[src/rtl/obc_shift_accumulator.sv]
// OBC shift-accumulator: folds four ROM partial words per bit slice,
// MSB slice negated, then adds the offset term and hands off one result.
module obc_shift_accumulator #(
  parameter int DATA_W = 32,
  parameter int N_BITS = 16,
  parameter int ACC_W  = DATA_W + N_BITS + 2,
  localparam int IDX_W = $clog2(N_BITS)
) (
  input  logic              clk,
  input  logic              rst,
  input  logic              start,
  input  logic [DATA_W-1:0] rom_in0,
  input  logic [DATA_W-1:0] rom_in1,
  input  logic [DATA_W-1:0] rom_in2,
  input  logic [DATA_W-1:0] rom_in3,
  input  logic [DATA_W-1:0] offset_in,
  output logic [IDX_W-1:0]  slice_idx,
  output logic              busy,
  output logic              out_valid,
  input  logic              out_ready,
  output logic [ACC_W-1:0]  result
);

  typedef enum logic [1:0] {
    IDLE,
    ACCUM,
    OFFSET,
    DONE
  } state_t;

  localparam logic [IDX_W-1:0] TOP = IDX_W'(N_BITS - 1);

  state_t            state, state_d;
  logic [ACC_W-1:0]  acc, acc_d;
  logic [ACC_W-1:0]  result_d;
  logic [IDX_W-1:0]  idx_d;
  logic [DATA_W+1:0] psum;
  logic [ACC_W-1:0]  psum_x;
  logic [ACC_W-1:0]  off_x;
  logic [ACC_W-1:0]  off_sum;

  function automatic logic [DATA_W+1:0] sx(input logic [DATA_W-1:0] w);
    return {{2{w[DATA_W-1]}}, w};
  endfunction

  assign psum    = sx(rom_in0) + sx(rom_in1) + sx(rom_in2) + sx(rom_in3);
  assign psum_x  = {{(ACC_W-DATA_W-2){psum[DATA_W+1]}}, psum};
  assign off_x   = {{(ACC_W-DATA_W){offset_in[DATA_W-1]}}, offset_in}
                   << (N_BITS - 1);
  assign off_sum = acc + off_x;

  always_comb begin
    state_d  = state;
    acc_d    = acc;
    idx_d    = slice_idx;
    result_d = result;
    unique case (state)
      IDLE: begin
        if (start) begin
          state_d = ACCUM;
          acc_d   = '0;
          idx_d   = TOP;
        end
      end
      ACCUM: begin
        // MSB slice carries negative weight in two's complement
        if (slice_idx == TOP) acc_d = -psum_x;
        else                  acc_d = (acc << 1) + psum_x;
        idx_d = slice_idx - IDX_W'(1);
        if (slice_idx == '0) begin
          state_d = OFFSET;
          idx_d   = TOP;
        end
      end
      OFFSET: begin
        acc_d    = off_sum;
        result_d = off_sum;
        state_d  = DONE;
      end
      DONE: begin
        if (out_ready) begin
          if (start) begin
            state_d = ACCUM;
            acc_d   = '0;
            idx_d   = TOP;
          end else begin
            state_d = IDLE;
          end
        end
      end
      default: state_d = IDLE;
    endcase
  end

  always_ff @(posedge clk) begin
    if (rst) begin
      state     <= IDLE;
      acc       <= '0;
      result    <= '0;
      slice_idx <= TOP;
    end else begin
      state     <= state_d;
      acc       <= acc_d;
      result    <= result_d;
      slice_idx <= idx_d;
    end
  end

  assign busy      = (state == ACCUM) || (state == OFFSET);
  assign out_valid = (state == DONE);

endmodule

[config.mk]
export PLATFORM = sky130hd
export DESIGN_NAME = obc_shift_accumulator
export DESIGN_NICKNAME = d
export VERILOG_FILES = /design/src/rtl/obc_shift_accumulator.sv
export SDC_FILE = /design/constraint.sdc
export NUM_CORES = 1
export LEC_CHECK = 0
export BUFFER_PORTS_ARGS = -buffer_cell sky130_fd_sc_hd__buf_2
export CORE_MARGIN = 4
export CORE_UTILIZATION = 53
export DETAILED_ROUTE_END_ITERATION = 12
export PLACE_DENSITY = 0.79
export SLEW_MARGIN = 20
export SYNTH_ARGS = -nofsm -noshare
export SYNTH_HDL_FRONTEND = slang
export SYNTH_SLANG_ARGS = --single-unit
[constraint.sdc]
create_clock -name clk -period 6.35 [get_ports clk]
set_clock_uncertainty 0.05 [all_clocks]
set_input_delay 0.3175 -clock clk [delete_from_list [all_inputs] [get_ports clk]]
set_output_delay 0.3175 -clock clk [all_outputs]
set_load 0.005 [all_outputs]
Word level (Yosys, flattened, before mapping)
Index checks and enable logic that the tools add are counted.
{"block": "totals", "register_bits": 106, "out_inout_bits": 56, "input_bits": 164, "wordCells": 37}
{"block": "classes", "muxes": 13, "eq_ne": 7, "reduce_logical": 6, "addsub": 7}
{"op": "$pmux 50 s4", "n": 1}
{"op": "$mux 50", "n": 3}
{"op": "$add 50x50->50", "n": 2}
{"op": "$neg 50->50", "n": 1}
{"op": "$add 33x32->34", "n": 1}
{"op": "$add 34x34->34", "n": 1}
{"op": "$add 32x32->33", "n": 1}
{"op": "$mux 4", "n": 3}
{"op": "$pmux 4 s3", "n": 1}
{"op": "$pmux 2 s4", "n": 1}
{"op": "$mux 2", "n": 3}
{"op": "$eq 2x2->1 const B", "n": 2}
{"op": "$eq 4x4->1 const B", "n": 1}
{"op": "$logic_not 4->1", "n": 1}
{"op": "$ne 2x2->1 const B", "n": 2}
{"op": "$sub 4x1->4 const B", "n": 1}
{"op": "$reduce_and 3->1", "n": 1}
{"op": "$reduce_bool 3->1", "n": 1}
{"op": "$eq 2x1->1 const B", "n": 1}
{"op": "$logic_not 2->1", "n": 1}
{"op": "$ne 2x1->1 const B", "n": 1}
{"op": "$reduce_and 2->1", "n": 1}
{"op": "$logic_or 1x1->1", "n": 1}
{"op": "$mux 1", "n": 1}

Depth between registers and ports, before layout
{"block": "logic_depth", "ltp_word": 6, "ltp_mapped": 27, "depth_no_buf": 27}

Worst setup path after synthesis
OpenSTA, ideal clock, no wires.
{"block": "synth_path", "kind": "input-to-reg", "from": "input port rom_in0[8]", "to": "register acc[42]", "t_required_ns": 6.226, "arrival_time_ns": 6.260, "setup_ns": 0.074, "path_slack_ns": -0.034, "stages": 26, "n_path_buf": 1, "cell_sequence": "inv_1 > fa_1 > fa_1 > inv_1 > ha_1 > buf_6 > a21o_4 > a31oi_4 > o21ai_2 > a311oi_4 > a21oi_1 > o41ai_1 > xnor2_1 > inv_1 > ha_1 > a21o_1 > a21o_1 > a21oi_1 > o21bai_1 > a211oi_1 > a21oi_1 > o21ai_0 > a21boi_0 > or4b_2 > and3_1 > o21ai_0"}
{"block": "synth_via", "elab_chain_cells": 6, "elab_cells_between_ends": 7, "classes_between": "add/sub (5); mux (2)"}
{"element": "from (decl)", "line": "12", "rtl": "input logic [DATA_W-1:0] rom_in0,"}
{"element": "$add 32x32->33 (*)", "line": "46", "rtl": "assign psum = sx(rom_in0) + sx(rom_in1) + sx(rom_in2) + sx(rom_in3);"}
{"element": "$add 33x32->34 (*)", "line": "46"}
{"element": "$add 34x34->34 (*)", "line": "46"}
{"element": "$add 50x50->50 / $neg 50->50 (equally long branches)", "line": "68, 67"}
{"element": "$mux 50 (*)", "line": "67", "rtl": "if (slice_idx == TOP) acc_d = -psum_x;"}
{"element": "$pmux 50 s4 (*)", "line": "57", "rtl": "unique case (state)"}
{"element": "to (signal assigned)", "line": "98", "rtl": "acc <= '0;"}
{"element": "to (signal assigned)", "line": "103", "rtl": "acc <= acc_d;"}
{"element": "to (decl)", "line": "34", "rtl": "logic [ACC_W-1:0] acc, acc_d;"}
Every way passes the cells marked *; elsewhere a longest branch is shown, timed or not.
A chain may end at the register's enable or synchronous reset.

Worst setup path after layout
{"block": "layout_path", "from": "input port rom_in0[1]", "to": "register acc[42]"}
The elaborated chain is that of the path after synthesis.

==> flow_summary.toml <==
[status]
status = "complete, no violations"

[power_and_ir_drop]
power.density_nw_per_um2 = 415.3
finalPower_uw = 6551
ir_drop_mv = 0.2610
power_leakage_uw = 0.007780

[floorplanning]
initial_core_util = 0.5425
fp.dieH_microns = 166.5
dieArea_sq_um = 27710
core_area_sq_um = 24530
io_pins = 220
die_w_microns = 166.5
rows = 57

[sta]
setup_viol_count_final = 0
min_period_ns = 5.948
whs_ns = 0.3811
slew_violations = 0
max_clock_freq_mhz = 168.1
slew_headroom = 0.3791
setup_tns_ns = 0
grt_setup_unrepaired = "no"
hold_viol = 0
finalCritPeriodShare = 0.9367
worst_slew_pin_slew_ns = 0.9303
worst_slack_ns = 0.4020

[logic_synthesis]
synth_top_area_frac = 0.1594
yosys-top-cells-count = "inv_1, nand2_1, a21oi_1, ha_1, nor2_1"
yosys.area.top_type = "dfxtp_1"
syn_inst = 1742
ys_ff_latch = 106
yosys.area_share.simple = 0.1777
synth_area_leaders = "dfxtp_1, ha_1, fa_1, inv_1, xnor2_1"
synth_most_common_cell = "inv_1"
synth_xor_xnor_area_share = 0.08225
synth_compound_area_frac = 0.2525
synth_fa_ha_area_frac = 0.2173
seq_area_frac_synth = 0.1594
synth_top_family_by_area = "compound AO/OA/AOI/OAI gates"
syn_avg_cell_area_sq_um = 7.641
syn-cell-area_sq_um = 13310
synth_edf_count = 0
ys_warn_count = 0
synthFlopType = "dfxtp_1"
synthMuxAreaShare = 0.02341
synth_nets = 2097
async_flop_share = 0
synth_cell_types = 91

[critical_path]
rr_startpoint = "acc[16]"
cp.required_ns = 6.59
cp_max_fo = 4
crit_arrival_ns = 6.19
critPathKind = "in2reg"
endpoint_kind = "flop"
slowest_stage = "or4b_2"
crit_start = "rom_in0[1]"
startpoint_type = "input pin"
max_stage_delay_ns = 0.61

[clock_network]
clockRootBuffer = "clkbuf_16"
clock_tree.buffer_depth = 2
cts.sinks = 106
htreeDepth = 3
clk_latency_ns = 0.36
numCtsBuffers = 9
clk_pin_slew_worst_paths_ns = 0.08
cts_tree = "done"
holdBufCountCts = 0
post_cts_buffers = 0

[global_route]
grt_pass1_wl_mm = 63.66
grt_antenna_before_repair = 0
grt_overflow_total = 0
grt_pass1_vias = 12996
grtUsageTotal = 0.2703
grt_start_max_net_pins = 52

[flow_run]
drv_cap = 0

[layout]
syn_to_final_growth_pct = 18.52
final_nets = 2386
stdcell_count = 2360
drive_gt1_frac = 0.2009
antenna-diode-count = 0

[drt]
drt_iter0_drc = 1062
ant_nets = 0
vias_per_cell = 5.679
via_count = 13402
wl_mm = 38.79
post-route-drc-count = 0
wl_per_cell_microns = 16.44
drt_first_pass_iters = 5

[placed_design]
routabilityCongestion = 0.9567
preCtsSetupSlack_ns = -0.1353
dp_cells = 2344
place_hpwl_mm = 31.89
io_buffers = 219

[hold_path]
hold_class = "in2reg"
min-delay-start = "offset_in[0]"
-- sequential cells by signal (all words and copies together), names as in the netlist --
| name | flops |
|---|---|
| acc | 50 |
| result | 50 |
| slice_idx | 4 |
| state | 2 |
-- what timing repair did --
action / 4_1_cts / 5_1_grt
hold endpoints to repair: 0 / 0
setup endpoints to repair: 0 / 4
gates resized for setup: 0 / 9
-- per-stage QoR --
stage | utilization | instance area [sq um]
2_1_floorplan | - | 13310
6_report | 0.6430 | 15780
3_5_place_dp | 0.6286 | 15420
5_1_grt | 0.6430 | 15780
3_3_place_gp | 0.6286 | 15420
4_1_cts | 0.6418 | 15750
-- worst max-delay path, delay by kind of cell --
| family | cells | cell delay (ns) |
|---|---|---|
| xor gates and xnor gates | 1 | 0.16 |
| adders and majority gates | 5 | 1.74 |
| buffers and inverters | 6 | 0.43 |
| AOI/OAI and AO/OA | 14 | 2.68 |
| and+or+nand+nor | 3 | 0.86 |
-- placed cells by master (no fill, tap or decap), types with 7 or more instances in the layout --
master	count
a211oi_1	28
a21boi_0	7
a21o_1	51
a21oi_1	134
a22oi_1	23
a31oi_1	15
and2_1	9
and3_1	13
buf_2	219
buf_4	124
clkbuf_16	9
dfxtp_1	106
fa_1	67
ha_1	123
inv_1	223
mux2i_1	30
nand2_1	160
nand2b_1	17
nand3_1	38
nand4_1	17
nor2_1	122
nor2b_1	14
nor3_1	41
nor3b_1	7
nor4_1	8
o211ai_1	16
o21a_1	18
o21ai_0	105
o21bai_1	17
o221ai_1	7
o31ai_1	11
or2_2	9
xnor2_1	77
xor2_1	48
-- cells by family (layout without fill, tap and decap cells) --
group	count (synthesis)	in the layout
XOR/XNOR	125	125
adder cells (fa/ha/maj)	191	191
multiplexers	31	31
AO/OA/AOI/OAI	509	509
AND/OR/NAND/NOR	491	491
flip-flops	106	106
buffers and inverters	289	583
-- layer usage --
| metal | wire [microns] | global-route usage | vias up |
|---|---|---|---|
| li1 | - | - | 6655 |
| met1 | 16940 | 0.3649 | 6196 |
| met2 | 18260 | 0.4633 | 498 |
| met3 | 2804 | 0.03389 | 53 |
| met4 | 794 | 0.06475 | 0 |
| met5 | 0 | 0 | - |
-- final cells by class --
class / count / area, sq um
Sequential cell: 106 / 2122
Fill cell: 2227 / 8758
Inverter: 224 / 840.8
Clock buffer: 9 / 225.2
Clock inverter: 7 / 98.84
Multi-Input combinational cell: 1347 / 10060
Timing Repair Buffer: 343 / 2027
Tap cell: 324 / 405.4
-- path summary, 6_finish.rpt --
kind	to	slack, ns	cells after the start
worst max-delay path	acc[42]	0.40	29
worst min register to register	result[43]	0.41	2
worst max register to register	acc[48]	2.36	12
worst min-delay path	acc[15]	0.38	4
-- where the power goes --
part / total [uW] / leakage (uW) / switching (uW) / internal, uW
Sequential: 879 / 0.000857 / 99.2 / 780
Clock: 634 / 0.000162 / 283 / 351
Combinational: 5040 / 0.00676 / 2870 / 2170
Total: 6550 / 0.00778 / 3250 / 3300
No activity file was read; power rests on OpenSTA's default activity.
